**config.mk**
```make
export PLATFORM = sky130hd
export DESIGN_NAME = if_fetch_stage
export DESIGN_NICKNAME = d
export VERILOG_FILES = /design/src/rtl/if_fetch_stage.sv
export SDC_FILE = /design/constraint.sdc
export NUM_CORES = 1
export LEC_CHECK = 0
export ABC_AREA = 0
export CELL_PAD_IN_SITES_DETAIL_PLACEMENT = 0
export CELL_PAD_IN_SITES_GLOBAL_PLACEMENT = 1
export CORE_MARGIN = 3
export CORE_UTILIZATION = 39
export CTS_BUF_LIST = sky130_fd_sc_hd__clkbuf_8
export DETAILED_ROUTE_END_ITERATION = 16
export MAX_ROUTING_LAYER = met4
export PLACE_DENSITY = 0.85
export SLEW_MARGIN = 15
export SYNTH_ARGS = -nofsm -noshare
export SYNTH_HDL_FRONTEND = slang
export SYNTH_SLANG_ARGS = --single-unit
```
**constraint.sdc**
```tcl
create_clock -name clock -period 4.8 [get_ports clock]
set_clock_uncertainty 0.15 [all_clocks]
set_input_delay 0.72 -clock clock [delete_from_list [all_inputs] [get_ports clock]]
set_output_delay 0.72 -clock clock [all_outputs]
set_load 0.005 [all_outputs]
```
**src/rtl/if_fetch_stage.sv**
```systemverilog
// Instruction Fetch stage: owns the PC, runs the instruction-memory
// request handshake and drives the IF/ID pipeline register. Sequences PC+4,
// redirects to a branch target once the delay slot has been handed over,
// applies exception vectors, and buffers a returned word while ID is stalled.
module if_fetch_stage #(
  parameter logic [31:0] RESET_VECTOR = 32'hBFC0_0000
) (
  input  logic        clock,
  input  logic        reset,
  input  logic        ID_Stall,
  input  logic        ID_IsBranch,
  input  logic        Br_Taken,
  input  logic [31:0] Br_Target,
  input  logic        Exc_Redirect,
  input  logic [31:0] Exc_Vector,
  output logic        IMem_Req,
  output logic [29:0] IMem_Addr,
  input  logic        IMem_Ready,
  input  logic [31:0] IMem_RData,
  output logic [31:0] IF_Instruction,
  output logic [31:0] IF_PC,
  output logic [31:0] IF_PCAdd4,
  output logic        IF_IsBDS,
  output logic        IF_Stall
);

  typedef enum logic [1:0] {
    S_FETCH   = 2'd0,
    S_HOLD    = 2'd1,
    S_DISCARD = 2'd2
  } state_e;

  state_e      state_q;
  logic [31:0] pc_q;
  logic [31:0] buf_q;
  logic [31:0] br_target_q;
  logic        br_pend_q;
  logic        bds_pend_q;
  logic [31:0] exc_vec_q;
  // Cleared by reset, set on the first rising edge after release so that
  // fetching begins one edge after reset deasserts.
  logic        run_q;

  logic        avail_s;
  logic        advance_s;
  logic [31:0] pc_add4_s;
  logic [31:0] next_pc_d;

  // Availability of a word for ID and the advance condition.
  always_comb begin
    avail_s = 1'b0;
    case (state_q)
      S_FETCH:   avail_s = run_q & IMem_Ready;
      S_HOLD:    avail_s = 1'b1;
      S_DISCARD: avail_s = 1'b0;
      default:   avail_s = 1'b0;
    endcase
    advance_s = avail_s & ~ID_Stall;
  end

  // Next PC selection: exception, live branch, pending branch, sequential.
  always_comb begin
    pc_add4_s = pc_q + 32'd4;
    next_pc_d = pc_add4_s;
    if (Exc_Redirect) begin
      next_pc_d = Exc_Vector;
    end else if (Br_Taken) begin
      next_pc_d = Br_Target;
    end else if (br_pend_q) begin
      next_pc_d = br_target_q;
    end else begin
      next_pc_d = pc_add4_s;
    end
  end

  // Output decode; outputs fall to idle values immediately on reset since
  // run_q is cleared asynchronously.
  always_comb begin
    IMem_Req       = run_q & (state_q != S_HOLD);
    IMem_Addr      = pc_q[31:2];
    IF_PC          = pc_q;
    IF_PCAdd4      = pc_add4_s;
    IF_Stall       = ~avail_s;
    IF_IsBDS       = avail_s & (ID_IsBranch | bds_pend_q);
    IF_Instruction = 32'h0000_0000;
    if (!avail_s) begin
      IF_Instruction = 32'h0000_0000;
    end else if (state_q == S_HOLD) begin
      IF_Instruction = buf_q;
    end else begin
      IF_Instruction = IMem_RData;
    end
  end

  // Fetch FSM, PC, hold buffer and pending branch/delay-slot bookkeeping.
  always_ff @(posedge clock or negedge reset) begin
    if (!reset) begin
      state_q     <= S_FETCH;
      pc_q        <= RESET_VECTOR;
      buf_q       <= 32'h0000_0000;
      br_target_q <= 32'h0000_0000;
      br_pend_q   <= 1'b0;
      bds_pend_q  <= 1'b0;
      exc_vec_q   <= 32'h0000_0000;
      run_q       <= 1'b0;
    end else if (!run_q) begin
      run_q <= 1'b1;
    end else if (Exc_Redirect) begin
      br_pend_q  <= 1'b0;
      bds_pend_q <= 1'b0;
      if ((state_q != S_HOLD) && !IMem_Ready) begin
        // Request still outstanding: keep the address stable, drop the
        // returning word and redirect once the memory completes.
        exc_vec_q <= Exc_Vector;
        state_q   <= S_DISCARD;
      end else begin
        pc_q    <= Exc_Vector;
        state_q <= S_FETCH;
      end
    end else begin
      case (state_q)
        S_FETCH: begin
          if (IMem_Ready && ID_Stall) begin
            buf_q   <= IMem_RData;
            state_q <= S_HOLD;
          end else if (IMem_Ready) begin
            pc_q    <= next_pc_d;
            state_q <= S_FETCH;
          end else begin
            state_q <= S_FETCH;
          end
        end
        S_HOLD: begin
          if (!ID_Stall) begin
            pc_q    <= next_pc_d;
            state_q <= S_FETCH;
          end else begin
            state_q <= S_HOLD;
          end
        end
        S_DISCARD: begin
          if (IMem_Ready) begin
            pc_q    <= exc_vec_q;
            state_q <= S_FETCH;
          end else begin
            state_q <= S_DISCARD;
          end
        end
        default: begin
          state_q <= S_FETCH;
        end
      endcase

      if (advance_s) begin
        br_pend_q  <= 1'b0;
        bds_pend_q <= 1'b0;
      end else begin
        if (Br_Taken) begin
          br_target_q <= Br_Target;
          br_pend_q   <= 1'b1;
        end
        // Branch leaves ID while its delay slot is still being fetched.
        if (ID_IsBranch && !ID_Stall) begin
          bds_pend_q <= 1'b1;
        end
      end
    end
  end

endmodule
```
# Word level (Yosys, flattened, before mapping)
# Cells that the tools add are included.
word_totals:
  mem_count: 0
  regBits: 133
  word_cells: 65
  mem_bits_ro: 0
  in_bits: 103
  latch_bits: 0
  ram_bits: 0
  out_inout_bits: 129
classes:
  n_shift: 0
  magnitude_cmp: 0
  multipliers: 0
  mux: 24
  n_addsub: 1
  eq_ne: 8
  n_reduce_logical: 15
  div: 0
  bitwise_logic: 9
ops:
  columns: ["cell", "n"]
  rows:
  - ["2-to-1 mux 32 bit", 10]
  - ["one-hot mux 32 bit (3 select lines)", 1]
  - ["adder 32 x 3 -> 32 bit (second input constant)", 1]
  - ["inequality test 3 bit (second input constant)", 4]
  - ["2-to-1 mux 1 bit", 8]
  - ["AND reduction 4 bit", 2]
  - ["AND reduction 7 bit", 1]
  - ["2-to-1 mux 2 bit", 3]
  - ["one-hot mux 2 bit (3 select lines)", 1]
  - ["nonzero test 3 bit", 2]
  - ["AND 1 bit", 4]
  - ["inverter 1 bit", 4]
  - ["AND reduction 2 bit", 2]
  - ["nonzero test 4 bit", 1]
  - ["logical AND 1 bit", 3]
  - ["AND reduction 3 bit", 1]
  - ["equality test 2 x 1 -> 1 bit (second input constant)", 1]
  - ["equality test 2 bit (second input constant)", 1]
  - ["zero test 1 bit", 2]
  - ["zero test 2 bit", 1]
  - ["inequality test 2 x 1 -> 1 bit (second input constant)", 1]
  - ["inequality test 2 bit (second input constant)", 1]
  - ["one-hot mux 1 bit (2 select lines)", 1]
  - ["OR 1 bit", 1]

# Depth between registers and ports, before layout
# Gate-level depths: netlist of run 1.
logic_depth:
  depth_word: 7
  ltp_mapped: 8
  mapped_depth_nobuf: 6

# Worst setup path before layout of run 1
# Ideal clock, no wire load.
synth_timing:
  kind: "register to output"
  from: "reg pc_q[10], in the netlist IF_PC[10]"
  to: "out IF_PCAdd4[25]"
  arrival_ns: 1.915
  stages_incl_launch_ff: 7
  required_time_ns: 3.930
  path_buffers: 2
  path_slack_ns: 2.015
  cell_sequence: "dfrtp_1 buf_4 nand4_4 or4_4 buf_6 o31a_1 or2_2"
synth_via:
  elab_chain_cells: 1
synth_lines:
  columns: ["item", "line_no", "rtl"]
  rows:
  - ["from (decl)", "34", "logic [31:0] pc_q;"]
  - ["from (signal assigned)", "117", "pc_q <= Exc_Vector;"]
  - ["from (signal assigned)", "127", "pc_q <= next_pc_d;"]
  - ["from (signal assigned)", "135", "pc_q <= next_pc_d;"]
  - ["adder 32 x 3 -> 32 bit", "63", "pc_add4_s = pc_q + 32'd4;"]
  - ["to (decl)", "22", "output logic [31:0] IF_PCAdd4,"]
# No other way between the ends.

# Worst setup path in the final report of run 1
layout_timing:
  from: "reg pc_q[2], in the netlist IF_PC[2]"
  to: "out IF_PCAdd4[22]"
# The elaborated chain is that of the path after synthesis.

==> results of run 1 <==
worst max-delay path: cells and delay by family, from the launching register on:
kind          cells  cell delay, ns
xor+xnor          1            0.24
buf+inv           1            0.54
flops             1            0.56
simple gates      3            0.93
fa+ha+maj         1            0.34
metal layers:
layer / up-vias / share of wire [%] / routed length [µm]
met2: 333 / 47 / 12000
met5: - / 0 / 0
met3: 28 / 8.6 / 2200
li1: 3323 / - / -
met4: 0 / 1.2 / 309
met1: 3441 / 43 / 11100
final cells by class:
class	instances	area [µm²]
clock buffer	20	275
clock inverter	12	200
fill	1786	9040
inverter	26	97.6
multi-input combinational	593	3910
sequential	133	3340
tap	265	332
timing repair buffer	243	2400
state kept, by name (all words and copies together) (netlist names):
name         cells
IF_PC           32
br_target_q     32
buf_q           32
exc_vec_q       32
state_q          2
bds_pend_q       1
br_pend_q        1
run_q            1
layout by cell type, fill, tap and decap left out, types with 16 or more instances in the layout:
| master | synthesis | routed |
|---|---|---|
| clkdlybuf4s50_1 | 0 | 229 |
| dfrtp_1 | 124 | 124 |
| nand2_1 | 120 | 120 |
| mux2_2 | 93 | 93 |
| a21oi_1 | 68 | 68 |
| nor2_1 | 45 | 44 |
| o21ai_0 | 38 | 38 |
| inv_1 | 26 | 26 |
| o22ai_1 | 20 | 20 |
| clkbuf_8 | 0 | 20 |
| xnor2_1 | 16 | 16 |
kinds of logic (layout without fill, tap and decap cells):
group           count (synthesis)  in the layout
simple gates                  269            269
mux                           104            104
other cells                     1              1
xor+xnor                       23             23
fa+ha+maj                       1              1
flops                         133            133
compound gates                195            195
buf+inv                       119            301
power breakdown:
part,switching [mW],total (mW),internal [mW],leakage [nW]
Sequential,0.344,1.79,1.45,1.58
Combinational,0.663,1.64,0.977,2.43
Clock,0.463,1.12,0.659,0.219
worst paths after layout:
| kind | to | start | cells after the start | slack [ns] |
|---|---|---|---|---|
| hold / removal | exc_vec_q[4] | reset | 1 | 0.24 |
| setup reg to reg | IF_PC[9] | state_q[1] | 6 | 1.87 |
| min in group clock | exc_vec_q[5] | exc_vec_q[5] | 1 | 0.35 |
| setup / recovery | IF_PCAdd4[22] | IF_PC[2] | 6 | 0.86 |
| hold reg to reg | exc_vec_q[5] | exc_vec_q[5] | 1 | 0.35 |
| max in group asynchronous | buf_q[23] | reset | 2 | 3.26 |
==> impl_metrics.json, run 1 <==
{
  "fp-row-count": 51,
  "worst_ir_drop_vdd_uv": 174,
  "synth_fa_ha_area_share_pct": 0.160,
  "p_leak_nw": 4.23,
  "synth_ff_type": "dfrtp_1",
  "antenna_found_initial": 0,
  "critical_path_class": "register to primary output",
  "postCtsHoldBufs": 0,
  "synth-seq-cells": 133,
  "clk_latency_ns": 0.45,
  "syn_area_per_cell_um2": 9.27,
  "area_growth_pct": 34.7,
  "met1_usage_pct": 31.1,
  "cts_tree": "yes",
  "fmax_mhz": 254,
  "via_count": 7125,
  "port-buffer-count": 231,
  "rsz0062_at_grt": "false",
  "grtUsageMet3_pct": 5.82,
  "routed_wl_mm": 25.6,
  "clock-sinks": 133,
  "path_max_fanout": 10,
  "synth_nets": 949,
  "synthSimpleGateAreaFrac_pct": 16.6,
  "outcome": "finished, final reports clean",
  "io_pins": 232,
  "clk_path_buf_depth": 2,
  "fin_ws_ns": 0.862,
  "hold_violations": 0,
  "fin_crit_ns": 3.94,
  "overflow": 0,
  "synthDistinctLibCells": 65,
  "yosysTopAreaCell": "dfrtp_1",
  "netlist_area_um2": 7830,
  "ctsResizeCount": 0,
  "antenna_left": 0,
  "syn_inst": 845,
  "grt_max_degree": 104,
  "synthTopCellsByArea": "dfrtp_1, mux2_2, nand2_1, a21oi_1, buf_4",
  "finalPower_mw": 4.56,
  "cp-start-kind": "register",
  "tightest_slew_ns": 1.03,
  "synth_commonest_cells": "dfrtp_1, nand2_1, mux2_2",
  "finalSetupViolations": 0,
  "hold_ws_ns": 0.238,
  "cap_violations": 0,
  "fin_nets": 1118,
  "grt_pass1_wl_mm": 39.8,
  "ys.warnings.count": 0,
  "drtIter0Drc": 536,
  "finalSetupTns_ns": 0,
  "yosysSeqAreaShare_pct": 42.6,
  "grt_use_met2_pct": 37.8,
  "wl_per_cell_um": 19.8,
  "first_global_vias": 7044,
  "path_clk_slew_ns": 0.09,
  "synth_top_family_by_area": "simple AND/OR/NAND/NOR gates",
  "busiest_layer": "met2",
  "die_w_um": 148,
  "path_cells": "ha_1 > nand4_1 > nor2_1 > nand3_1 > xnor2_1 > clkdlybuf4s50_1",
  "synthMuxAreaShare_pct": 14.8,
  "dp_cells": 1260,
  "placed_area_um2": 10100,
  "hold_path.class": "primary input to async pin",
  "end_kind": "primary output",
  "cts_root_buf": "clkbuf_8",
  "layout-drive-gt1-share_pct": 15.9,
  "synth_compound_area_share_pct": 15.6,
  "critPathSlowestCell": "dfrtp_1",
  "synth_top_area_share_pct": 39.6,
  "synth-xor-area-share_pct": 2.57,
  "final_core_util_pct": 53.8,
  "synth_edf_count": 0,
  "die_area_um2": 21800,
  "diodes": 0,
  "start_util_pct": 40.0,
  "die_h_um": 148,
  "place_ws_ns": 1.15,
  "drt_first_pass_iters": 5,
  "critPathArrivalTime_ns": 3.07,
  "final_area_um2": 10500,
  "dp_hpwl_mm": 17.8,
  "async_flop_share_pct": 100,
  "powerDensity_nw_per_um2": 432,
  "track_usage_pct": 23.9,
  "post_cts_buffers": 0,
  "core_um2": 19600,
  "gp_congestion": 0.930,
  "numCtsBuffers": 17,
  "finalMaxSlewViolations": 0,
  "min_period_over_period_pct": 82.0,
  "htreeDepth": 4,
  "synth_most_common_cell": "dfrtp_1",
  "routed_via_density": 5.51,
  "finalNonFillerCells": 1292,
  "slew_headroom_pct": 31.2,
  "cp.required_ns": 3.93,
  "slowest_delay_ns": 0.56,
  "drcViolationCount": 0
}
(Power assumes the default switching activity.)
==> run 2: changes to the inputs <==
--- a/config.mk
+++ b/config.mk
@@ -9,11 +9,11 @@
 export CELL_PAD_IN_SITES_DETAIL_PLACEMENT = 0
 export CELL_PAD_IN_SITES_GLOBAL_PLACEMENT = 1
 export CORE_MARGIN = 3
-export CORE_UTILIZATION = 39
+export CORE_UTILIZATION = 37
 export CTS_BUF_LIST = sky130_fd_sc_hd__clkbuf_8
 export DETAILED_ROUTE_END_ITERATION = 16
 export MAX_ROUTING_LAYER = met4
-export PLACE_DENSITY = 0.85
+export PLACE_DENSITY = 0.81
 export SLEW_MARGIN = 15
 export SYNTH_ARGS = -nofsm -noshare
 export SYNTH_HDL_FRONTEND = slang
==> constraint.sdc (replaced) <==
create_clock -name clock -period 4.1 [get_ports clock]
set_clock_uncertainty 0.15 [all_clocks]
set_input_delay 0.615 -clock clock [delete_from_list [all_inputs] [get_ports clock]]
set_output_delay 0.615 -clock clock [all_outputs]
set_load 0.005 [all_outputs]
==> impl_metrics.json, run 2 (synthesis results as in run 1) <==
{
  "cts_root_buf": "clkbuf_8",
  "met1_usage_pct": 31.3,
  "layout-drive-gt1-share_pct": 16.1,
  "drtIter0Drc": 385,
  "rsz0062_at_grt": "false",
  "postCtsHoldBufs": 0,
  "core_um2": 20500,
  "path_clk_slew_ns": 0.08,
  "final_cell_mix": "clkdlybuf4s50_1, dfrtp_1, nand2_1",
  "via_count": 7116,
  "tightest_slew_ns": 0.965,
  "die_w_um": 152,
  "grt_use_met2_pct": 34.8,
  "dp_hpwl_mm": 18.3,
  "wl_per_cell_um": 19.8,
  "first_global_vias": 6971,
  "critical_path_class": "register to primary output",
  "reg2regPathDepth": 5,
  "startpoint": "IF_PC[11]",
  "grtUsageMet3_pct": 5.26,
  "finalMaxSlewViolations": 0,
  "end_kind": "primary output",
  "io_pins": 232,
  "fmax_mhz": 263,
  "mostFrequentLayoutCell": "clkdlybuf4s50_1",
  "hold_path.class": "primary input to async pin",
  "grt_pass1_wl_mm": 39.6,
  "path_max_fanout": 10,
  "r2r-start": "run_q",
  "track_usage_pct": 23.0,
  "worst_ir_drop_vdd_uv": 221,
  "start_util_pct": 38.2,
  "min_period_over_period_pct": 92.8,
  "numCtsBuffers": 17,
  "finalSetupViolations": 0,
  "drt_first_pass_iters": 5,
  "cts_tree": "yes",
  "nFillCells": 2000,
  "clock-sinks": 133,
  "hold_violations": 0,
  "clk_path_buf_depth": 2,
  "cap_violations": 0,
  "port-buffer-count": 231,
  "cp.required_ns": 3.34,
  "gp_congestion": 0.855,
  "post_cts_buffers": 0,
  "antenna_found_initial": 1,
  "powerDensity_nw_per_um2": 488,
  "finalPower_mw": 5.13,
  "drcViolationCount": 0,
  "overflow": 0,
  "routed_wl_mm": 25.8,
  "fin_crit_ns": 3.80,
  "fin_nets": 1123,
  "area_growth_pct": 34.2,
  "p_leak_nw": 4.25,
  "grt_max_degree": 64,
  "critPathArrivalTime_ns": 3.04,
  "finalSetupTns_ns": 0,
  "die_area_um2": 23000,
  "fp-row-count": 52,
  "antenna_left": 0,
  "ctsResizeCount": 0,
  "outcome": "finished, final reports clean",
  "busiest_layer": "met2",
  "routed_via_density": 5.46,
  "htreeDepth": 4,
  "slew_headroom_pct": 35.7,
  "die_h_um": 152,
  "cp-start-kind": "register",
  "clk_latency_ns": 0.44
}
==> run 2: cell types whose count changed in the layout (fill, tap and decap cells not counted), sizes merged <==
cell / change
buf: +5
clkinv: +4
clkinvlp: -4
bufinv: -3
inv: +2
clkbuf: +1
diode: +1
==> run 2: metal layers <==
layer  share of wire (%)  wire (µm)
met3                 9.0       2320
met1                  45      11600
met5                   0          0
met4                 1.9        479
met2                  44      11400
==> run 2: critical path, stage by stage, from the launching register on <==
cell and delay [ns]:
dfrtp_1 0.56, nand4_4 0.23, nor4_1 0.67, nand2_1 0.27, nor2_1 0.19, xor2_1 0.16, clkdlybuf4s50_1 0.51
==> run 2: worst paths after layout <==
path / slack (ns) / endpoint
worst max-delay path: 0.30 / IF_PCAdd4[23]
worst min-delay path: 0.007 / br_target_q[4]
worst max register to register: 1.41 / br_target_q[19]
worst min register to register: 0.35 / br_target_q[0]
max in group asynchronous: 2.91 / IF_PC[28]
min in group clock: 0.35 / br_target_q[0]
==> run 2: area by class of cell <==
type                    instances  area [µm²]  area share, %
clock buffers                  21         289           2.75
diodes                          1        2.50         0.0238
repair buffers                248        2440           23.2
well taps                     270         338           3.21
flip-flops and latches        133        3340           31.8
inverters                      26        97.6          0.928
clock inverters                11         108           1.02
multi-input cells             593        3910           37.1
==> run 2: per-stage QoR <==
stage	cells	utilization, %	area [µm²]	hold WS, ns	setup slack (ns)
finish	1303	51.3	10500	0.00666	0.296
global placement	1270	49.4	10100	0.320	0.755
CTS	1302	51.3	10500	0.0148	0.263
floorplan	845	-	7830	0.169	1.42
global route	1303	51.3	10500	0.0342	0.0893
detailed placement	1270	49.4	10100	0.334	0.696
==> run 2: power breakdown <==
part | internal (mW) | leakage [nW] | switching [mW]
Sequential | 1.70 | 1.58 | 0.399
Combinational | 1.15 | 2.45 | 0.770
Clock | 0.596 | 0.210 | 0.522
